$ cat src/rtl/softmax_vec_serializer_if.sv
// Element-stream interface: a whole softmax vector arrives on one strobe, and
// lanes leave one at a time under a valid/ready handshake.
interface softmax_vec_serializer_if #(
    parameter int N         = 32,
    parameter int BIT_WIDTH = 16
);
    logic                   i_valid;
    logic [BIT_WIDTH-1:0]   i_data [N-1:0];
    logic                   o_valid;
    logic [BIT_WIDTH-1:0]   o_data;
    logic [$clog2(N)-1:0]   o_idx;
    logic                   o_last;
    logic                   i_ready;

    modport slave (
        input  i_valid, i_data, i_ready,
        output o_valid, o_data, o_idx, o_last
    );

    modport master (
        output i_valid, i_data, i_ready,
        input  o_valid, o_data, o_idx, o_last
    );
endinterface

$ cat src/rtl/softmax_vec_serializer.sv
// Buffers whole softmax vectors in a small FIFO and streams them out lane by
// lane; a vector arriving with no free slot is dropped and flagged sticky.
module softmax_vec_serializer #(
    parameter int N         = 32,
    parameter int BIT_WIDTH = 16,
    parameter int DEPTH     = 2
) (
    input  logic                        i_clk,
    input  logic                        i_rst,
    softmax_vec_serializer_if.slave     bus,
    output logic [$clog2(DEPTH):0]      o_vec_count,
    output logic                        o_full,
    output logic                        o_overflow,
    input  logic                        i_clear_ovf
);
    localparam int IW = $clog2(N);
    localparam int PW = $clog2(DEPTH);
    localparam int CW = PW + 1;

    logic [BIT_WIDTH-1:0] mem [DEPTH][N];
    logic [PW-1:0]        wr_ptr;
    logic [PW-1:0]        rd_ptr;
    logic [IW-1:0]        elem_idx;
    logic [CW-1:0]        count;
    logic                 pop;
    logic                 pop_last;
    logic                 accept;
    logic                 drop;

    // A slot freed by the final beat of the head vector can be refilled on the same edge.
    always_comb begin
        pop      = bus.o_valid && bus.i_ready;
        pop_last = pop && (elem_idx == IW'(N - 1));
        accept   = bus.i_valid && ((count < CW'(DEPTH)) || pop_last);
        drop     = bus.i_valid && !accept;
    end

    assign bus.o_valid = (count != '0);
    assign bus.o_data  = mem[rd_ptr][elem_idx];
    assign bus.o_idx   = elem_idx;
    assign bus.o_last  = bus.o_valid && (elem_idx == IW'(N - 1));
    assign o_vec_count = count;
    assign o_full      = (count == CW'(DEPTH));

    always_ff @(posedge i_clk or posedge i_rst) begin
        if (i_rst) begin
            wr_ptr     <= '0;
            rd_ptr     <= '0;
            elem_idx   <= '0;
            count      <= '0;
            o_overflow <= 1'b0;
            for (int d = 0; d < DEPTH; d++) begin
                for (int n = 0; n < N; n++) begin
                    mem[d][n] <= '0;
                end
            end
        end else begin
            if (accept) begin
                for (int n = 0; n < N; n++) begin
                    mem[wr_ptr][n] <= bus.i_data[n];
                end
                wr_ptr <= wr_ptr + PW'(1);
            end
            if (pop_last) begin
                elem_idx <= '0;
                rd_ptr   <= rd_ptr + PW'(1);
            end else if (pop) begin
                elem_idx <= elem_idx + IW'(1);
            end
            count <= count + CW'(accept) - CW'(pop_last);
            // A drop in the same cycle as a clear request keeps the flag set.
            if (drop) begin
                o_overflow <= 1'b1;
            end else if (i_clear_ovf) begin
                o_overflow <= 1'b0;
            end
        end
    end
endmodule

$ cat src/flat_wrapper.sv
// flat-port wrapper written by rule: the top's interface ports become plain ports
module softmax_vec_serializer_flat 
#(
    parameter int N         = 32,
    parameter int BIT_WIDTH = 16,
    parameter int DEPTH     = 2
)
  (i_clk, i_rst, o_vec_count, o_full, o_overflow, i_clear_ovf, bus_i_valid, bus_i_data, bus_i_ready, bus_o_valid, bus_o_data, bus_o_idx, bus_o_last);
  softmax_vec_serializer_if #(.N(N), .BIT_WIDTH(BIT_WIDTH)) bus_i ();
  input  logic i_clk;
  input  logic i_rst;
  output logic [$clog2(DEPTH):0] o_vec_count;
  output logic o_full;
  output logic o_overflow;
  input  logic i_clear_ovf;
  input wire logic [$bits(bus_i.i_valid)-1:0] bus_i_valid;
  input wire logic [$bits(bus_i.i_data)-1:0] bus_i_data;
  input wire logic [$bits(bus_i.i_ready)-1:0] bus_i_ready;
  output wire logic [$bits(bus_i.o_valid)-1:0] bus_o_valid;
  output wire logic [$bits(bus_i.o_data)-1:0] bus_o_data;
  output wire logic [$bits(bus_i.o_idx)-1:0] bus_o_idx;
  output wire logic [$bits(bus_i.o_last)-1:0] bus_o_last;
  assign bus_i.i_valid = bus_i_valid;
  assign bus_i.i_data = {>>{bus_i_data}};
  assign bus_i.i_ready = bus_i_ready;
  assign bus_o_valid = bus_i.o_valid;
  assign bus_o_data = bus_i.o_data;
  assign bus_o_idx = bus_i.o_idx;
  assign bus_o_last = bus_i.o_last;
  softmax_vec_serializer #(.N(N), .BIT_WIDTH(BIT_WIDTH), .DEPTH(DEPTH)) u_core (.i_clk(i_clk), .i_rst(i_rst), .bus(bus_i), .o_vec_count(o_vec_count), .o_full(o_full), .o_overflow(o_overflow), .i_clear_ovf(i_clear_ovf));
endmodule
$ cat config.mk
export PLATFORM = sky130hd
export DESIGN_NAME = softmax_vec_serializer_flat
export DESIGN_NICKNAME = d
export VERILOG_FILES = /design/src/rtl/softmax_vec_serializer_if.sv /design/src/rtl/softmax_vec_serializer.sv /design/src/flat_wrapper.sv
export SDC_FILE = /design/constraint.sdc
export NUM_CORES = 2
export LEC_CHECK = 0
export CAP_MARGIN = 20
export CORE_UTILIZATION = 60
export DETAILED_ROUTE_END_ITERATION = 6
export MAX_ROUTING_LAYER = met4
export PLACE_DENSITY = 0.85
export SETUP_SLACK_MARGIN = 0.15
export SLEW_MARGIN = 20
export SYNTH_ARGS = -nofsm -noshare
export SYNTH_HDL_FRONTEND = slang
export SYNTH_SLANG_ARGS = --single-unit
$ cat constraint.sdc
create_clock -name i_clk -period 74.1 [get_ports i_clk]
set_input_delay 7.41 -clock i_clk [delete_from_list [all_inputs] [get_ports i_clk]]
set_output_delay 7.41 -clock i_clk [all_outputs]
set_load 0.01 [all_outputs]
==> Yosys cells after proc, flatten, opt, wreduce, memory -nomap -nowiden <==
Index checks and enable logic that the tools add are counted.
{ "classes": {"n_addsub": 5, "order_cmp": 5, "eq_ne": 2, "muxes": 106, "n_bitwise": 3, "n_reduce_logical": 11} }
{ "ops": {"columns": ["cell", "count"], "rows": [
  ["$bwmux W1024", 32],
  ["$demux W512 S1", 32],
  ["$mux W512", 4],
  ["$mux W496", 1],
  ["$mux W480", 1],
  ["$mux W464", 1],
  ["$mux W448", 1],
  ["$mux W432", 1],
  ["$mux W416", 1],
  ["$mux W400", 1],
  ["$mux W384", 1],
  ["$mux W368", 1],
  ["$mux W352", 1],
  ["$mux W336", 1],
  ["$mux W320", 1],
  ["$mux W304", 1],
  ["$mux W288", 1],
  ["$mux W272", 1],
  ["$mux W256", 1],
  ["$mux W240", 1],
  ["$mux W224", 1],
  ["$mux W208", 1],
  ["$mux W192", 1],
  ["$mux W176", 1],
  ["other kinds (29)", 43]
]} }
{ "word_totals": {"ff_bits": 1034, "input_bits": 517, "out_inout_bits": 27, "word_cells": 201} }

==> Logic depth before layout (Yosys ltp) <==
{ "logic_depth": {"ltp_word": 37, "ltp_mapped": 12} }

==> Least setup slack after synthesis <==
Ideal clock, no wire load.
{ "synth_path": {"path_type": "register -> output", "start": "register u_core.elem_idx[0], in the netlist u_core.bus.o_idx[0]", "end": "output port bus_o_data[0]", "arrival_time_ns": 2.122, "required_time_ns": 66.690, "slack_ns": 64.568, "stages_incl_launch_ff": 7, "cell_sequence": "dfrtp_1 -> buf_4 -> buf_2 -> mux4_2 -> mux4_2 -> o311ai_0 -> o21ai_1"} }
{ "synth_between": {"elab_chain_cells": 4} }
{ "synth_rtl": {"columns": ["item", "line_no", "rtl"], "rows": [
  ["from (decl)", "softmax_vec_serializer.sv:23", "logic [IW-1:0] elem_idx;"],
  ["from (signal assigned)", "softmax_vec_serializer.sv:68", "elem_idx <= elem_idx + IW'(1);"],
  ["$not A5 Y6 (not written as such)", "softmax_vec_serializer.sv:39", "assign bus.o_data = mem[rd_ptr][elem_idx];"],
  ["$bmux W16 S5", "softmax_vec_serializer.sv:39", null],
  ["$mux W16 (not written as such) (2 in series)", "softmax_vec_serializer.sv:39", null],
  ["to (decl)", "flat_wrapper.sv:20", "output wire logic [$bits(bus_i.o_data)-1:0] bus_o_data;"]
]} }
No other way between the ends. The select of a mux whose other input is x is not followed.

==> Final worst setup path <==
{ "layout_path": {"start": "register u_core.rd_ptr", "end": "output port bus_o_data[1]"} }
{ "layout_between": {"elab_chain_cells": 7} }
{ "layout_rtl": {"columns": ["item", "line_no", "rtl"], "rows": [
  ["from (decl)", "softmax_vec_serializer.sv:22", "logic [PW-1:0] rd_ptr;"],
  ["from (signal assigned)", "softmax_vec_serializer.sv:66", "rd_ptr <= rd_ptr + PW'(1);"],
  ["$not A1 Y2 (not written as such)", "softmax_vec_serializer.sv:39", null],
  ["$mux W512 (not written as such) (3 in series)", "softmax_vec_serializer.sv:39", null],
  ["$bmux W16 S5", "softmax_vec_serializer.sv:39", null],
  ["$mux W16 (not written as such) (2 in series)", "softmax_vec_serializer.sv:39", null]
]} }
No other way between the ends. The select of a mux whose other input is x is not followed.

==> results.py <==
metrics = {
    "floorplanning": {
        "die_h_um": 280.3,
        "rows": 101,
        "start_util_pct": 60.87,
        "fp.dieArea_um2": 78550,
        "num_io_pins": 544,
        "coreArea_um2": 76330,
        "die_x_um": 280.3,
    },
    "job": {
        "maxCapViolCount": 0,
    },
    "final_layout": {
        "syn2layout_area_growth_pct": 21.79,
        "nets": 3812,
        "fillCellCount": 4600,
        "layout-drive-gt1-share_pct": 45.69,
    },
    "route": {
        "firstDrtPassIters": 5,
        "via_per_inst": 6.269,
        "wl_per_cell_um": 29.32,
        "drt_wl_total_mm": 131.5,
        "antenna_left": 0,
        "vias": 28120,
        "drt-initial-drc-count": 2447,
        "drc_errors": 0,
    },
    "pwr": {
        "p_per_area_nw_per_um2": 46.78,
        "pwr-share-comb_pct": 39.5,
        "ir_drop_mv": 0.03162,
        "p_seq_share_pct": 39.1,
        "power_switching_uw": 852.4,
        "intPower_mw": 1.794,
        "sw_frac_of_total_pct": 32.21,
        "pwr-share-clk_pct": 21.5,
        "p_leak_nw": 23.02,
    },
    "synth": {
        "synth_seq_cells": 1034,
        "synthFlopType": "dfrtp_1",
        "synth_area_um2": 46460,
        "syn_inst": 2801,
        "async_reset_ff_share_pct": 100.0,
        "yosysTopAreaCell": "dfrtp_1",
        "ys_top_cells_by_count": "1,050 x mux2_2, 1,034 x dfrtp_1, 266 x mux4_2, 145 x buf_2, 50 x mux2i_1",
        "yosys_warnings": 0,
        "synth_cell_type_count": 38,
        "synth_most_common_cell": "mux2_2",
        "synth.yosys.seq_area_share_pct": 55.69,
        "synth-edff-count": 0,
        "synth_area_leaders": "dfrtp_1 56%, mux2_2 25%, mux4_2 13%",
        "syn_avg_cell_area_um2": 16.59,
        "syn-num-nets": 3320,
        "yosysTopAreaCellShare_pct": 55.69,
    },
    "global_route": {
        "grt_max_degree": 205,
        "grt_antenna_before_repair": 69,
        "grt_pass1_wl_mm": 195.3,
        "grt_overflow_total": 0,
        "grt_util_all_layers_pct": 34.84,
        "grt_pass1_vias": 30880,
    },
    "clocking": {
        "cts_root_buf": "clkbuf_16",
        "ctsResizeCount": 0,
        "cts_sinks": 1034,
        "cts_buffers": 106,
        "cts.clk_slew.worst_paths_ps": 70,
        "cts_buffer_depth": 3,
        "postCtsSetupRepairBufs": 0,
        "hold_buffers": 0,
        "cts_max_level": 3,
        "clkLatencyLatePin_ps": 670,
        "cts_tree": "done",
    },
    "min_path": {
        "hold_path.class": "flip-flop to flip-flop",
    },
    "sta": {
        "tightest_slew_ps": 1124,
        "fin_skew_ps": 19.66,
        "finalWorstSetupSlack_ps": 60410,
        "hold_viol": 0,
        "rsz0062_at_grt": "false",
        "slew_viol_final": 0,
        "setup_viol": 0,
        "final.period_utilization_pct": 18.48,
        "relSlewSlack_pct": 24.77,
        "period_minus_slack_ps": 13690,
        "tns_ps": 0,
        "timing.fmax_mhz": 73.03,
    },
    "placed_design": {
        "dp_slack_ps": 61150,
        "place.detailed.hpwl_mm": 90.94,
        "gp_congestion": 0.8623,
        "numPortBuffers": 543,
    },
    "critical_path": {
        "worstSetupStartpointType": "flip-flop",
        "critPathKind": "flip-flop to primary output",
        "cp_common_cell": "buf_4",
        "cp.buffers_inverters": 4,
        "path_cells": "buf_4, buf_4, buf_4, mux4_2, mux2i_1, mux2i_1, o22ai_1, nor2_1, clkdlybuf4s50_1",
        "cp_max_fo": 62,
        "crit_arrival_ps": 6280,
        "cp.required_ps": 66690,
        "critPathTopFamily": "buffers and inverters",
        "slowest_stage": "dfrtp_4",
        "crit_path_max_incr_delay_ps": 1120,
        "end_kind": "primary output",
    },
    "run_status": {
        "outcome": "finished, final reports clean",
    },
}
metrics by stage:
stage | std cells | util, % | hold WS [ps] | instance area [um2] | power, mW
floorplan | 2801 | - | 468.2 | 46460 | 1.729
global placement | 4211 | 68.86 | 480.6 | 52560 | 1.998
detailed placement | 4211 | 68.86 | 487.3 | 52560 | 2.066
CTS | 4410 | 73.77 | 500.3 | 56300 | 2.644
global route | 4480 | 74.11 | 506.9 | 56570 | 2.760
finish | 4486 | 74.13 | 500.0 | 56580 | 2.647
kinds of logic after synthesis:
kind of cell	Yosys count	share of synthesized area [%]
multiplexers	1366	39.42
flip-flops	1034	55.69
buffers and inverters	203	2.216
AO/OA/AOI/OAI	114	1.672
AND/OR/NAND/NOR	80	0.9049
XOR/XNOR	2	0.03771
adder cells (fa/ha/maj)	2	0.05385
worst reg2reg max path, delay by kind of cell, from the launching register on:
family	cells	cell delay [ps]
fa+ha+maj	2	750
flops	1	870
buf+inv	4	3480
simple gates	5	840
mux	1	500
power by group through the flow:
| stage | Clock (mW) | Combinational [mW] | Sequential, mW |
|---|---|---|---|
| after detailed placement | 0 | 1.03 | 1.03 |
| after global placement | 0 | 0.997 | 1.00 |
| final | 0.568 | 1.04 | 1.03 |
| after global routing | 0.598 | 1.10 | 1.06 |
| after CTS | 0.574 | 1.04 | 1.03 |
| after floorplan | 0 | 0.769 | 0.960 |
cells in the final DEF, fill, tap and decap left out, drive strengths merged, types with 20 or more instances in the layout:
cell type | netlist | final
clkbuf | 29 | 152
mux2i | 50 | 50
diode | 0 | 72
clkdlybuf4s50 | 0 | 543
a22oi | 20 | 20
nand2 | 20 | 20
dfrtp | 1034 | 1034
mux4 | 266 | 266
buf | 171 | 40
mux2 | 1050 | 1050
clkinv | 0 | 23
o21ai | 22 | 22
cell type report:
| class | count | area [um2] | area share, % |
|---|---|---|---|
| clock buffer | 151 | 3063 | 5.413 |
| antenna | 72 | 180.2 | 0.3184 |
| sequential | 1034 | 25890 | 45.76 |
| clock inverter | 48 | 679.4 | 1.201 |
| inverter | 3 | 18.77 | 0.03317 |
| timing repair buffer | 584 | 5886 | 10.40 |
| tap | 1030 | 1289 | 2.278 |
| multi-input combinational | 1564 | 19580 | 34.60 |
sequential cells by signal (all words and copies together), names as in the netlist:
register            count
u_core.o_vec_count      2
u_core.wr_ptr           1
u_core.rd_ptr           1
u_core.mem           1024
u_core.bus.o_idx        5
u_core.o_overflow       1
routing by layer:
layer | share of wire (%) | global-route usage [%]
met2 | 50 | 54.89
met3 | 8.4 | 9.984
met1 | 38 | 42.45
met4 | 3.8 | 14.39
met5 | 0 | -
path summary, 6_finish.rpt:
kind,start,endpoint,slack (ps),cells after the start
max reg2reg,u_core.bus.o_idx[0],u_core.mem[1001],67550,12
max,u_core.rd_ptr,bus_o_data[1],60410,9
min,u_core.mem[304],u_core.mem[304],500,1
min in group asynchronous,i_rst,u_core.mem[540],7310,2
min reg2reg,u_core.mem[304],u_core.mem[304],500,1
max in group asynchronous,i_rst,u_core.bus.o_idx[2],64200,4
Power figures use the tool's default switching activity.
